==> config.mk <==
export PLATFORM = sky130hd
export DESIGN_NAME = gmii_demux_flat
export DESIGN_NICKNAME = d
export VERILOG_FILES = /design/src/rtl/gmii_demux_pkg.sv /design/src/rtl/gmii_demux_if.sv /design/src/rtl/gmii_demux_stat_cnt.sv /design/src/rtl/gmii_demux.sv /design/src/flat_wrapper.sv
export SDC_FILE = /design/constraint.sdc
export NUM_CORES = 1
export LEC_CHECK = 0
export BUFFER_PORTS_ARGS = -buffer_cell sky130_fd_sc_hd__buf_2
export CELL_PAD_IN_SITES_DETAIL_PLACEMENT = 0
export CELL_PAD_IN_SITES_GLOBAL_PLACEMENT = 1
export CORE_MARGIN = 8
export CORE_UTILIZATION = 38
export DETAILED_ROUTE_END_ITERATION = 8
export PLACE_DENSITY = 0.73
export SLEW_MARGIN = 10
export SYNTH_ARGS = -nofsm -noshare
export SYNTH_HDL_FRONTEND = slang
export SYNTH_SLANG_ARGS = --single-unit
==> constraint.sdc <==
create_clock -name gtx_clk -period 5.43 [get_ports gtx_clk]
set_clock_uncertainty 0.05 [all_clocks]
set_input_delay 0.543 -clock gtx_clk [delete_from_list [all_inputs] [get_ports gtx_clk]]
set_output_delay 0.543 -clock gtx_clk [all_outputs]
set_load 0.02 [all_outputs]
==> src/rtl/gmii_demux_pkg.sv <==
// -----------------------------------------------------------------------------
// gmii_demux_pkg
//   Shared definitions for the GMII RX demultiplexer: FSM state encoding, GMII
//   byte width, default output count and the select range check.
// -----------------------------------------------------------------------------
package gmii_demux_pkg;

   localparam int unsigned GmiiWidth     = 8;
   localparam int unsigned DefNumOutputs = 5;

   typedef enum logic [1:0] {
      StSync    = 2'd0,
      StIdle    = 2'd1,
      StFrame   = 2'd2,
      StDiscard = 2'd3
   } state_e;

   // A select value addresses a real output only when it is below the output count.
   function automatic logic sel_valid(input logic [7:0] sel, input int unsigned num);
      return 32'(sel) < num;
   endfunction

endpackage

==> src/rtl/gmii_demux_if.sv <==
// -----------------------------------------------------------------------------
// gmii_demux_if
//   Bundles the GMII RX input, the output fan-out and the statistics of the
//   demultiplexer.
//   master : drives gmii_in_* and select, observes outputs and statistics
//   slave  : the demultiplexer side
//   gmii_out_rxd packs output n in bits [8n+7:8n].
// -----------------------------------------------------------------------------
interface gmii_demux_if #(
   parameter int unsigned C_NUM_OUTPUTS = 5,
   parameter int unsigned C_CNT_WIDTH   = 32
);
   logic [7:0]                 gmii_in_rxd;
   logic                       gmii_in_rx_dv;
   logic                       gmii_in_rx_er;
   logic [7:0]                 select;
   logic [8*C_NUM_OUTPUTS-1:0] gmii_out_rxd;
   logic [C_NUM_OUTPUTS-1:0]   gmii_out_rx_dv;
   logic [C_NUM_OUTPUTS-1:0]   gmii_out_rx_er;
   logic [7:0]                 active_sel;
   logic [C_CNT_WIDTH-1:0]     frame_cnt;
   logic [C_CNT_WIDTH-1:0]     err_frame_cnt;
   logic [C_CNT_WIDTH-1:0]     drop_cnt;

   modport master (
      output gmii_in_rxd, gmii_in_rx_dv, gmii_in_rx_er, select,
      input  gmii_out_rxd, gmii_out_rx_dv, gmii_out_rx_er, active_sel,
      input  frame_cnt, err_frame_cnt, drop_cnt
   );

   modport slave (
      input  gmii_in_rxd, gmii_in_rx_dv, gmii_in_rx_er, select,
      output gmii_out_rxd, gmii_out_rx_dv, gmii_out_rx_er, active_sel,
      output frame_cnt, err_frame_cnt, drop_cnt
   );
endinterface

==> src/rtl/gmii_demux_stat_cnt.sv <==
// -----------------------------------------------------------------------------
// gmii_demux_stat_cnt
//   Wrapping statistics counter.
//   gtx_clk : clock
//   reset   : asynchronous active-high reset, clears the count
//   i_inc   : increment strobe (one per cycle)
//   o_cnt   : current count, wraps modulo 2^C_CNT_WIDTH
// -----------------------------------------------------------------------------
module gmii_demux_stat_cnt #(
   parameter int unsigned C_CNT_WIDTH = 32
) (
   input  logic                   gtx_clk,
   input  logic                   reset,
   input  logic                   i_inc,
   output logic [C_CNT_WIDTH-1:0] o_cnt
);

   logic [C_CNT_WIDTH-1:0] r_cnt;

   always_ff @(posedge gtx_clk or posedge reset) begin
      if (reset) begin
         r_cnt <= '0;
      end else if (i_inc) begin
         r_cnt <= r_cnt + C_CNT_WIDTH'(1);
      end
   end

   assign o_cnt = r_cnt;

endmodule

==> src/rtl/gmii_demux.sv <==
// -----------------------------------------------------------------------------
// gmii_demux
//   Fans one GMII RX stream out to one of C_NUM_OUTPUTS consumers, switching
//   only on frame boundaries. Fixed two-cycle latency (input register, output
//   register). Counts forwarded, errored and dropped frames.
//   gtx_clk : 125 MHz GMII clock
//   reset   : asynchronous active-high reset
//   io_gmii : slave side of gmii_demux_if (RX input, select, outputs, stats)
// -----------------------------------------------------------------------------
module gmii_demux
   import gmii_demux_pkg::*;
#(
   parameter int unsigned C_NUM_OUTPUTS = DefNumOutputs,
   parameter int unsigned C_CNT_WIDTH   = 32
) (
   input logic         gtx_clk,
   input logic         reset,
   gmii_demux_if.slave io_gmii
);

   // Stage 1 registers
   logic [7:0] r_rxd;
   logic       r_dv;
   logic       r_er;
   logic [7:0] r_sel;
   // Set one cycle after reset so SYNC never acts on the reset value of r_dv.
   logic       r_primed;

   // FSM state
   state_e     r_state;
   logic [7:0] r_active_sel;
   logic       r_er_seen;

   // Stage 2 output registers
   logic [8*C_NUM_OUTPUTS-1:0] r_out_rxd;
   logic [C_NUM_OUTPUTS-1:0]   r_out_dv;
   logic [C_NUM_OUTPUTS-1:0]   r_out_er;

   logic [7:0]                 w_route;
   logic                       w_sel_ok;
   logic                       w_fwd;
   logic                       w_inc_frame;
   logic                       w_inc_err;
   logic                       w_inc_drop;
   logic [8*C_NUM_OUTPUTS-1:0] w_out_rxd;
   logic [C_NUM_OUTPUTS-1:0]   w_out_dv;
   logic [C_NUM_OUTPUTS-1:0]   w_out_er;

   always_ff @(posedge gtx_clk or posedge reset) begin
      if (reset) begin
         r_rxd    <= '0;
         r_dv     <= 1'b0;
         r_er     <= 1'b0;
         r_sel    <= '0;
         r_primed <= 1'b0;
      end else begin
         r_rxd    <= io_gmii.gmii_in_rxd;
         r_dv     <= io_gmii.gmii_in_rx_dv;
         r_er     <= io_gmii.gmii_in_rx_er;
         r_sel    <= io_gmii.select;
         r_primed <= 1'b1;
      end
   end

   assign w_sel_ok = sel_valid(r_sel, C_NUM_OUTPUTS);
   assign w_route  = (r_state == StIdle) ? r_sel : r_active_sel;
   // The first byte is forwarded in the same cycle the frame start is detected.
   assign w_fwd    = (r_state == StFrame) || ((r_state == StIdle) && r_dv && w_sel_ok);

   assign w_inc_frame = (r_state == StFrame) && !r_dv;
   assign w_inc_err   = w_inc_frame && r_er_seen;
   assign w_inc_drop  = (r_state == StDiscard) && !r_dv;

   always_ff @(posedge gtx_clk or posedge reset) begin
      if (reset) begin
         r_state      <= StSync;
         r_active_sel <= '0;
         r_er_seen    <= 1'b0;
      end else begin
         unique case (r_state)
            // Wait out any frame that was in flight when reset released.
            StSync: begin
               if (r_primed && !r_dv) r_state <= StIdle;
            end
            StIdle: begin
               if (r_dv) begin
                  r_active_sel <= r_sel;
                  r_er_seen    <= r_er;
                  r_state      <= w_sel_ok ? StFrame : StDiscard;
               end
            end
            StFrame: begin
               if (r_dv) begin
                  r_er_seen <= r_er_seen | r_er;
               end else begin
                  r_state <= StIdle;
               end
            end
            StDiscard: begin
               if (!r_dv) r_state <= StIdle;
            end
            default: r_state <= StSync;
         endcase
      end
   end

   always_comb begin
      w_out_rxd = '0;
      w_out_dv  = '0;
      w_out_er  = '0;
      for (int n = 0; n < int'(C_NUM_OUTPUTS); n++) begin
         if (w_fwd && (w_route == 8'(n))) begin
            w_out_rxd[n*GmiiWidth +: GmiiWidth] = r_rxd;
            w_out_dv[n] = r_dv;
            w_out_er[n] = r_er;
         end
      end
   end

   always_ff @(posedge gtx_clk or posedge reset) begin
      if (reset) begin
         r_out_rxd <= '0;
         r_out_dv  <= '0;
         r_out_er  <= '0;
      end else begin
         r_out_rxd <= w_out_rxd;
         r_out_dv  <= w_out_dv;
         r_out_er  <= w_out_er;
      end
   end

   assign io_gmii.gmii_out_rxd   = r_out_rxd;
   assign io_gmii.gmii_out_rx_dv = r_out_dv;
   assign io_gmii.gmii_out_rx_er = r_out_er;
   assign io_gmii.active_sel     = r_active_sel;

   gmii_demux_stat_cnt #(
      .C_CNT_WIDTH (C_CNT_WIDTH)
   ) u_frame_cnt (
      .gtx_clk (gtx_clk),
      .reset   (reset),
      .i_inc   (w_inc_frame),
      .o_cnt   (io_gmii.frame_cnt)
   );

   gmii_demux_stat_cnt #(
      .C_CNT_WIDTH (C_CNT_WIDTH)
   ) u_err_frame_cnt (
      .gtx_clk (gtx_clk),
      .reset   (reset),
      .i_inc   (w_inc_err),
      .o_cnt   (io_gmii.err_frame_cnt)
   );

   gmii_demux_stat_cnt #(
      .C_CNT_WIDTH (C_CNT_WIDTH)
   ) u_drop_cnt (
      .gtx_clk (gtx_clk),
      .reset   (reset),
      .i_inc   (w_inc_drop),
      .o_cnt   (io_gmii.drop_cnt)
   );

endmodule

==> src/flat_wrapper.sv <==
// flat-port wrapper written by rule: the top's interface ports become plain ports
module gmii_demux_flat import gmii_demux_pkg::*;
#(
   parameter int unsigned C_NUM_OUTPUTS = DefNumOutputs,
   parameter int unsigned C_CNT_WIDTH   = 32
)
  (gtx_clk, reset, io_gmii_gmii_in_rxd, io_gmii_gmii_in_rx_dv, io_gmii_gmii_in_rx_er, io_gmii_select, io_gmii_gmii_out_rxd, io_gmii_gmii_out_rx_dv, io_gmii_gmii_out_rx_er, io_gmii_active_sel, io_gmii_frame_cnt, io_gmii_err_frame_cnt, io_gmii_drop_cnt);
  gmii_demux_if #(.C_NUM_OUTPUTS(C_NUM_OUTPUTS), .C_CNT_WIDTH(C_CNT_WIDTH)) io_gmii_i ();
  input logic gtx_clk;
  input logic reset;
  input wire logic [$bits(io_gmii_i.gmii_in_rxd)-1:0] io_gmii_gmii_in_rxd;
  input wire logic [$bits(io_gmii_i.gmii_in_rx_dv)-1:0] io_gmii_gmii_in_rx_dv;
  input wire logic [$bits(io_gmii_i.gmii_in_rx_er)-1:0] io_gmii_gmii_in_rx_er;
  input wire logic [$bits(io_gmii_i.select)-1:0] io_gmii_select;
  output wire logic [$bits(io_gmii_i.gmii_out_rxd)-1:0] io_gmii_gmii_out_rxd;
  output wire logic [$bits(io_gmii_i.gmii_out_rx_dv)-1:0] io_gmii_gmii_out_rx_dv;
  output wire logic [$bits(io_gmii_i.gmii_out_rx_er)-1:0] io_gmii_gmii_out_rx_er;
  output wire logic [$bits(io_gmii_i.active_sel)-1:0] io_gmii_active_sel;
  output wire logic [$bits(io_gmii_i.frame_cnt)-1:0] io_gmii_frame_cnt;
  output wire logic [$bits(io_gmii_i.err_frame_cnt)-1:0] io_gmii_err_frame_cnt;
  output wire logic [$bits(io_gmii_i.drop_cnt)-1:0] io_gmii_drop_cnt;
  assign io_gmii_i.gmii_in_rxd = io_gmii_gmii_in_rxd;
  assign io_gmii_i.gmii_in_rx_dv = io_gmii_gmii_in_rx_dv;
  assign io_gmii_i.gmii_in_rx_er = io_gmii_gmii_in_rx_er;
  assign io_gmii_i.select = io_gmii_select;
  assign io_gmii_gmii_out_rxd = io_gmii_i.gmii_out_rxd;
  assign io_gmii_gmii_out_rx_dv = io_gmii_i.gmii_out_rx_dv;
  assign io_gmii_gmii_out_rx_er = io_gmii_i.gmii_out_rx_er;
  assign io_gmii_active_sel = io_gmii_i.active_sel;
  assign io_gmii_frame_cnt = io_gmii_i.frame_cnt;
  assign io_gmii_err_frame_cnt = io_gmii_i.err_frame_cnt;
  assign io_gmii_drop_cnt = io_gmii_i.drop_cnt;
  gmii_demux #(.C_NUM_OUTPUTS(C_NUM_OUTPUTS), .C_CNT_WIDTH(C_CNT_WIDTH)) u_core (.gtx_clk(gtx_clk), .reset(reset), .io_gmii(io_gmii_i));
endmodule
## Yosys cells after proc, flatten, opt, wreduce, memory -nomap -nowiden

Cells that the tools add are included.

| storage, ports and cells | value |
|---|---|
| register bits | 176 |
| input port bits | 20 |
| logic and storage cells | 74 |

| operators by class | value |
|---|---|
| bitwise logic cells | 1 |
| eq/ne operators | 11 |
| add/sub/neg operators | 3 |
| order comparisons | 1 |
| reductions and logical operators | 20 |
| muxes and demuxes | 24 |

Operators by type and width:

| cell | count |
|---|---|
| adder 32 x 1 -> 32 bit, second input constant | 3 |
| 2-to-1 mux 8 bit | 6 |
| == test 8 x 2 -> 1 bit, second input constant | 2 |
| 2-to-1 mux 1 bit | 13 |
| logical AND 1 bit | 11 |
| == test 8 x 1 -> 1 bit, second input constant | 1 |
| == test 8 x 3 -> 1 bit, second input constant | 1 |
| zero test 8 bit | 1 |
| less-than comparator 8 x 3 -> 1 bit, second input constant | 1 |
| 2-to-1 mux 2 bit | 3 |
| != test 2 x 1 -> 1 bit, second input constant | 3 |
| one-hot mux 2 bit (3 select lines) | 1 |
| AND reduction 3 bit | 2 |
| == test 2 bit, second input constant | 2 |
| == test 2 x 1 -> 1 bit, second input constant | 1 |
| zero test 2 bit | 1 |
| != test 2 bit, second input constant | 1 |
| one-hot mux 1 bit (2 select lines) | 1 |
| AND reduction 2 bit | 1 |
| nonzero test 2 bit | 1 |
| OR reduction 2 bit | 1 |
| zero test 1 bit | 1 |
| logical OR 1 bit | 1 |
| OR 1 bit | 1 |

## Longest topological paths before layout

Gate-level depths: netlist of run 1.

| depth | value |
|---|---|
| depth in word-level cells | 6 |
| mapped depth | 8 |
| gate-level depth less buffers | 6 |

## Hierarchy

From an unflattened synthesis of run 1, not the netlist that was laid out.

| unflattened totals | value |
|---|---|
| cell total of the unflattened synthesis | 570 |
| area, all modules | 7248.2 µm² |

Modules (own cells, without submodules):

| module | sequential area each (µm²) | cells an instance | times used | area an instance (µm²) |
|---|---|---|---|---|
| gmii_demux_stat_cnt | 800.8 | 126 | 3 | 1510.2 |
| gmii_demux | 2001.9 | 192 | 1 | 2717.6 |

## Worst setup path after synthesis of run 1

OpenSTA, ideal clock, no wires.

| timing | value |
|---|---|
| path kind | flip-flop to flip-flop |
| from | register u_core.r_state[1] |
| to | register u_core.r_out_rxd[17] (netlist: u_core.io_gmii.gmii_out_rxd[17]) |
| setup slack | 3442 ps |
| data required time | 5279 ps |
| cell stages (with the launch flop) | 8 |
| arrival | 1837 ps |
| path buffers | 2 |
| cell sequence | dfrtp_1 -> inv_1 -> ha_1 -> clkbuf_1 -> mux2i_1 -> clkbuf_1 -> nand2_1 -> nor4_1 |

| on the way | value |
|---|---|
| cells in the longest elaborated chain, start to end | 6 |

RTL lines:

| item | RTL line | source |
|---|---|---|
| start: declaration | gmii_demux.sv:30 | `state_e r_state;` |
| start signal: assignment | gmii_demux.sv:76 | `r_state <= StSync;` |
| start signal: assignment | gmii_demux.sv:83 | `if (r_primed && !r_dv) r_state <= StIdle;` |
| start signal: assignment | gmii_demux.sv:89 | `r_state <= w_sel_ok ? StFrame : StDiscard;` |
| parallel branches: the longest is 4 deep, another holds 2-to-1 mux 8 bit | -- |  |
| logical AND 1 bit * | gmii_demux.sv:112 | `if (w_fwd && (w_route == 8'(n))) begin` |
| 2-to-1 mux 8 bit * | gmii_demux.sv:112 |  |
| net u_core.w_out_rxd[17] | gmii_demux.sv:45 | `logic [8*C_NUM_OUTPUTS-1:0] w_out_rxd;` |
| end signal: assignment | gmii_demux.sv:126 | `r_out_rxd <= w_out_rxd;` |
| end: declaration | gmii_demux.sv:35 | `logic [8*C_NUM_OUTPUTS-1:0] r_out_rxd;` |

Mark *: on every way through the listed nets, which the timed path passes.
A chain may end at the register's enable or synchronous reset.

## Worst setup path in the final report of run 1

| timing | value |
|---|---|
| from | register u_core.r_state[1] |
| to | register u_core.r_out_rxd[5] (netlist: u_core.io_gmii.gmii_out_rxd[5]) |

| on the way | value |
|---|---|
| cells in the longest elaborated chain, start to end | 6 |

RTL lines:

| item | RTL line |
|---|---|
| parallel branches: the longest is 4 deep, another holds 2-to-1 mux 8 bit | -- |
| logical AND 1 bit * | gmii_demux.sv:112 |
| 2-to-1 mux 8 bit * | gmii_demux.sv:112 |
| net u_core.w_out_rxd[5] | gmii_demux.sv:45 |

Marked as above.

==> results of run 1 <==
## logic make-up after synthesis
group                      share of synthesized area, %
and+or+nand+nor                                   22.23
DFF                                               60.27
xor gates and xnor gates                          11.15
buffers and inverters                             1.901
AOI/OAI and AO/OA                                 1.233
muxes                                             1.969
adders and majority gates                         1.199
other                                           0.05132
## through the flow
step,power [mW],hold WS [ns],util (%)
after floorplan,1.757,0.4400,-
after global placement,1.900,0.4025,44.87
after detailed placement,1.918,0.4068,44.87
after CTS,3.079,0.1568,47.83
after global routing,3.182,0.1537,47.83
final,3.035,0.1806,47.83
## layer usage
metal	vias to the layer above	track usage, %	part of all wire [%]
li1	2500	-	-
met1	2616	20.16	46
met2	160	24.83	46
met3	13	5.183	7.5
met4	0	3.920	0.83
met5	-	0	0
## worst max path at each step
stage	startpoint	end	slack, ns	cells past startpoint
after detailed placement	u_core.r_state[1]	u_core.io_gmii.gmii_out_rxd[5]	2.53	6
after floorplan	reset	u_core.io_gmii.active_sel[0]	0.06	1
final	u_core.r_state[1]	u_core.io_gmii.gmii_out_rxd[5]	2.52	6
after global routing	u_core.r_state[1]	u_core.io_gmii.gmii_out_rxd[5]	2.24	6
after global placement	u_core.r_state[1]	u_core.io_gmii.gmii_out_rx_dv[4]	2.74	6
after CTS	u_core.r_state[1]	u_core.io_gmii.gmii_out_rxd[6]	2.50	6
## layout by cell type, fill, tap and decap left out, types with 2 or more instances in the layout
cell	count
dfrtp_1	176
buf_2	173
nand2_1	57
xnor2_1	51
xor2_1	42
nor4_1	39
nand4_1	28
nand3_1	25
and3_1	24
nor2_1	22
nor3_1	20
clkbuf_16	17
inv_1	13
and2_1	12
mux2_2	10
nor4_2	9
and4_1	8
ha_1	7
clkinvlp_4	5
inv_6	4
nor3_2	4
buf_4	4
o21ai_0	3
nor3b_1	3
or2_2	3
and4b_1	3
inv_8	3
mux2i_1	2
a22oi_1	2
a31oi_1	2
nand2b_1	2
nor2b_1	2
nand4_2	2
or4_4	2
nand3b_1	2
clkbuf_1	2
## registers in the layout, summed over array words and instances, names as in the netlist
register	flops
u_core.u_drop_cnt.o_cnt	32
u_core.r_er_seen	1
u_core.io_gmii.gmii_out_rx_er	5
u_core.r_dv	1
u_core.r_state	2
u_core.io_gmii.gmii_out_rx_dv	5
u_core.u_err_frame_cnt.o_cnt	32
u_core.r_rxd	8
u_core.io_gmii.gmii_out_rxd	40
u_core.r_er	1
u_core.r_sel	8
u_core.io_gmii.active_sel	8
u_core.r_primed	1
u_core.u_frame_cnt.o_cnt	32
## worst reg2reg max path, delay by kind of cell, from the launching register on
family	cells	cell delay, ns
buffers and inverters	1	0.10
multiplexers	1	0.75
AND/OR/NAND/NOR	2	0.73
flip-flops	1	0.41
adder cells (fa/ha/maj)	1	0.49
AO/OA/AOI/OAI	1	0.31
## cell type report
class	instances	area, um^2	area share [%]
Sequential cell	176	4404	49.06
Multi-Input combinational cell	400	2771	30.87
Timing Repair Buffer	177	895.9	9.979
Clock buffer	19	432.9	4.822
Tap cell	234	292.8	3.261
Clock inverter	13	122.6	1.366
Inverter	14	57.56	0.6411
## power by group
group          switching [mW]  internal (mW)  leakage, nW  total [mW]
clock network           0.546          0.604        0.255        1.15
logic                   0.283          0.141         2.03       0.424
registers              0.0849           1.38         2.38        1.46
==> key figures, run 1 <==
Run status
  • Status: complete, no violations

Timing
  • RSZ-0062 raised after global routing: no
  • Total Neg Setup Slack: 0 ns
  • Final count of hold timing violations: 0
  • Fin crit share: 53.58%
  • Setup WS post-layout: 2.520 ns
  • Worst relative slew slack: 24.72%
  • Slew Viols, Final: 0
  • Final setup viols: 0
  • Tmin final: 2.910 ns
  • Tightest Pin Transition: 1.129 ns
  • Fmax: 343.7 MHz

Global route
  • Initial antenna violation count: 0
  • Largest net degree at the start of global routing: 89
  • GRT Total Usage: 15.62%
  • Gr ovfl total: 0
  • Global-route wire length before repair: 30260 um
  • Vias in the first global route: 5534

Setup path
  • CP bufs+invs: 1
  • CP Launch Type: register
  • Crit-path max FO: 15
  • Worst R2R Path Depth: 6
  • Internal reg-to-reg setup slack: 2.52 ns
  • Crit path DAT: 3.21 ns
  • Setup crit end kind: register
  • Reg-to-Reg End: u_core.io_gmii.gmii_out_rxd[5]
  • Slowest stage delay, CP: 0.75 ns
  • CP required: 5.73 ns
  • Crit-path slowest cell: mux2i_1
  • R2R Path Start: u_core.r_state[1]
  • Crit Path Class: reg2reg
  • Cell family with most CP delay: multiplexers
  • Chain of cells forming the critical path: inv_1 -> ha_1 -> mux2i_1 -> o21ai_0 -> nor2_1 -> and3_1

Clock network
  • Clock buffer depth: 2
  • Hold-fix buffers, CTS: 0
  • Clock Sinks: 176
  • Post-CTS Resized: 0
  • Num CTS Buffers: 17
  • Worst skew pair latency: 0.42 ns
  • Clock transition at the registers of the reported paths: 0.07 ns
  • Post-CTS setup repair buffer count: 0
  • # H-tree levels: 4
  • CTS tree: built
  • Root Driver: clkbuf_16

Synth
  • Post-synth top flop: dfrtp_1
  • Most frequent cells after synthesis: dfrtp_1 (176), nand2_1 (57), xnor2_1 (51)
  • Post-Syn Area: 7307 um^2
  • Most numerous cell in the Yosys netlist: dfrtp_1
  • Synth top area share: 60.27%
  • Post-synthesis register bit count: 176
  • Post-synth EDFFs: 0
  • Mapped Avg Cell Area: 11.98 um^2
  • Post-synthesis sequential area ratio: 60.27%
  • Count of yosys warnings during synthesis: 0
  • Area contributors post-synth: dfrtp_1 (60%), xnor2_1 (6.1%), xor2_1 (5.0%), nor4_1 (3.3%), nand2_1 (2.9%)
  • Mapped Cells: 610
  • Syn Nets: 637
  • Post-synth cell types: 47
  • Async S/R FF share, synth: 100.0%
  • Yosys top cell by area: dfrtp_1

Cells and area
  • Fraction of layout cells with a size suffix above 1: 30.16%
  • Finished Cell Area: 8977 um^2
  • Diode count: 0
  • Fill cells: 1736
  • Nets: 813
  • Fin cells: 1033
  • Area delta synth->final: 22.86%

Min path
  • Hold depth: 1
  • Hold endpoint: u_core.r_rxd[6]
  • HP Start: io_gmii_gmii_in_rxd[6]
  • Hold Path Class: in2reg

Place
  • Routability congestion estimate: 0.7925
  • Dpl cell area: 8422 um^2
  • Number of port buffers: 173
  • Pre-CTS WS: 2.532 ns
  • Cells after DPL: 1001
  • Placed wire-length estimate: 13440 um

Route
  • Routed wire per std cell: 17.85 um
  • Vias: 5289
  • Drt total wl: 18430 um
  • Initial drt markers: 214
  • Router iterations before antenna repair: 4
  • Mean number of vias per cell: 5.120
  • Residual DRC: 0
  • ANT nets after route: 0

Flow run
  • Max-Cap Viols: 0

Floorplanning
  • Die width: 154.7 um
  • Initial Utilization: 38.93%
  • I/O pin count: 174
  • Die span in y: 154.7 um
  • Row cnt: 50
  • Core area: 18770 um^2
  • Die footprint: 23920 um^2

Power and ir drop
  • Maximum vdd drop: 0.2098 mV
  • LEAKAGE: 4.664 nW
  • Pwr/cell area: 338.0 nW/um^2
No activity file was read; power rests on OpenSTA's default activity.
==> inputs of run 2 (changes only) <==
Clock period 5.43 ns to 2.6 ns, I/O delays scaled along.
==> run 2 against run 1 <==
Maximum frequency grew 25%. Final cell count grew 2.8%. Count of clock-buffer cells in the layout shrank 1. Die area is the same. Sequential cell count is the same. Highest routed layer unchanged. Total power grew 110%. Global-route usage shrank 0.21 points.
==> key figures, run 2 (synthesized netlist as in run 1, its figures left out) <==
Cells and area
  • Fraction of layout cells with a size suffix above 1: 30.43% (was 30.16%)
  • Finished Cell Area: 9294 um^2 (was 8977 um^2)
  • Nets: 842 (was 813)
  • Max reg flops: 40 (unchanged)
  • Commonest non-fill, non-tap cell in the layout: dfrtp_1 (unchanged)
  • Final Core Density: 49.52% (was 47.83%)
  • Fill cells: 1691 (was 1736)
  • Area delta synth->final: 27.19% (was 22.86%)
  • Most frequent cells in the layout: dfrtp_1 (176), buf_2 (173), nand2_1 (57), xnor2_1 (51), xor2_1 (42) (unchanged)
  • Diode count: 0 (unchanged)

Global route
  • Gr ovfl total: 0 (unchanged)
  • Initial antenna violation count: 0 (unchanged)
  • Vias in the first global route: 5712 (was 5534)
  • Largest net degree at the start of global routing: 102 (was 89)
  • GRT Total Usage: 15.41% (was 15.62%)
  • Global-route wire length before repair: 29860 um (was 30260 um)

Clock network
  • Worst skew pair latency: 0.43 ns (was 0.42 ns)
  • Num CTS Buffers: 17 (unchanged)
  • Clock buffer depth: 2 (unchanged)
  • Clock Sinks: 176 (unchanged)
  • Post-CTS Resized: 0 (unchanged)
  • # H-tree levels: 4 (unchanged)
  • Clock transition at the registers of the reported paths: 0.07 ns (about the same)
  • CTS tree: built (unchanged)
  • Root Driver: clkbuf_16 (unchanged)

Timing
  • Tightest Pin Transition: 0.8619 ns (was 1.129 ns)
  • Fmax: 429.3 MHz (was 343.7 MHz)
  • Tmin final: 2.329 ns (was 2.910 ns)
  • Worst relative slew slack: 42.33% (was 24.72%)
  • Slew Viols, Final: 0 (unchanged)
  • Total Neg Setup Slack: 0 ns (unchanged)
  • Final count of hold timing violations: 0 (unchanged)
  • Final setup viols: 0 (unchanged)
  • RSZ-0062 raised after global routing: no (unchanged)
  • Fin crit share: 89.59% (was 53.58%)

Floorplanning
  • Row cnt: 50 (unchanged)
  • Die width: 154.7 um (unchanged)
  • Die footprint: 23920 um^2 (unchanged)
  • I/O pin count: 174 (unchanged)
  • Die span in y: 154.7 um (unchanged)
  • Initial Utilization: 38.93% (unchanged)
  • Core area: 18770 um^2 (unchanged)

Setup path
  • CP required: 2.86 ns (was 5.73 ns)
  • CP Launch Type: register (unchanged)
  • Setup crit end kind: register (unchanged)
  • Crit-path slowest cell: and3b_1 (was mux2i_1)
  • Slowest stage delay, CP: 0.61 ns (was 0.75 ns)
  • Crit path DAT: 2.59 ns (was 3.21 ns)
  • Chain of cells forming the critical path: inv_1 -> ha_1 -> nand3b_1 -> and3b_1 -> nand4_1 -> xnor2_1 (was inv_1 -> ha_1 -> mux2i_1 -> o21ai_0 -> nor2_1 -> and3_1)
  • Crit Path Class: reg2reg (unchanged)
  • Crit-path max FO: 13 (was 15)

Route
  • Vias: 5410 (was 5289)
  • Drt total wl: 18100 um (was 18430 um)
  • Routed wire per std cell: 17.05 um (was 17.85 um)
  • Residual DRC: 0 (unchanged)
  • ANT nets after route: 0 (unchanged)
  • Mean number of vias per cell: 5.094 (was 5.120)
  • Router iterations before antenna repair: 4 (unchanged)
  • Initial drt markers: 221 (was 214)

Power and ir drop
  • LEAKAGE: 4.831 nW (was 4.664 nW)
  • Pwr/cell area: 699.0 nW/um^2 (was 338.0 nW/um^2)
  • Maximum vdd drop: 0.4605 mV (was 0.2098 mV)

Place
  • Routability congestion estimate: 0.8116 (was 0.7925)
  • Number of port buffers: 173 (unchanged)
  • Dpl cell area: 8521 um^2 (was 8422 um^2)
  • Placed wire-length estimate: 13000 um (was 13440 um)

Min path
  • Hold Path Class: reg2reg (was in2reg)

Flow run
  • Max-Cap Viols: 0 (unchanged)

Run status
  • Status: complete, no violations (unchanged)
==> run 2: metal layers <==
layer  wire (um)  vias to the layer above  global-route usage (%)  part of all wire, %
li1            -                     2558                       -                    -
met1        7824                     2676                   18.80                   43
met2        8497                      161                   24.60                   47
met3        1588                       15                   6.408                  8.8
met4         191                        0                   4.386                  1.1
met5           0                        -                       0                    0
==> run 2: layout make-up <==
| class | instances | area, um^2 | area share [%] |
|---|---|---|---|
| well taps | 234 | 292.8 | 3.150 |
| multi-input cells | 400 | 2771 | 29.82 |
| flip-flops and latches | 176 | 4404 | 47.39 |
| inverters | 14 | 56.30 | 0.6058 |
| clock buffers | 18 | 429.2 | 4.618 |
| repair buffers | 206 | 1186 | 12.76 |
| clock inverters | 14 | 153.9 | 1.656 |
==> run 2: where the power goes <==
group          switching [mW]  total [mW]  internal, mW
Sequential              0.162        3.03          2.87
Clock                    1.16        2.54          1.37
Combinational           0.596       0.926         0.330
Total                    1.92        6.50          4.58
==> run 2: worst max-delay path: cells and delay by family, from the launching register on <==
| family | cells | cell delay [ns] |
|---|---|---|
| adders and majority gates | 1 | 0.41 |
| DFF | 1 | 0.41 |
| xor gates and xnor gates | 1 | 0.18 |
| buffers and inverters | 1 | 0.12 |
| and+or+nand+nor | 3 | 1.05 |
==> run 2: timing repair <==
action | CTS | global route
hold buffers | 19 | 0
endpoints found under the hold margin | 141 | 0
buffers inserted | 0 | 0
==> run 2: path summary, 6_finish.rpt <==
check                                             start                               end  slack, ns  cells past startpoint
max in group asynchronous                         reset      u_core.u_frame_cnt.o_cnt[13]       1.56                      4
min reg2reg                u_core.u_frame_cnt.o_cnt[31]      u_core.u_frame_cnt.o_cnt[31]       0.41                      1
min                        u_core.u_frame_cnt.o_cnt[31]      u_core.u_frame_cnt.o_cnt[31]       0.41                      1
max                                   u_core.r_state[0]  u_core.u_err_frame_cnt.o_cnt[31]       0.27                      6
min in group asynchronous                         reset  u_core.u_err_frame_cnt.o_cnt[30]       0.47                      4
max reg2reg                           u_core.r_state[0]  u_core.u_err_frame_cnt.o_cnt[31]       0.27                      6
==> run 2: through the flow <==
step / worst slack, ns / cells / total power [mW] / hold WS, ns
2_1_floorplan: 0.03736 / 610 / 3.671 / 0.2414
3_3_place_gp: 0.3761 / 1011 / 3.987 / 0.3174
3_5_place_dp: 0.2843 / 1011 / 4.018 / 0.3194
4_1_cts: 0.2744 / 1062 / 6.593 / 0.3995
5_1_grt: 0.05021 / 1062 / 6.815 / 0.4082
6_report: 0.2706 / 1062 / 6.497 / 0.4141
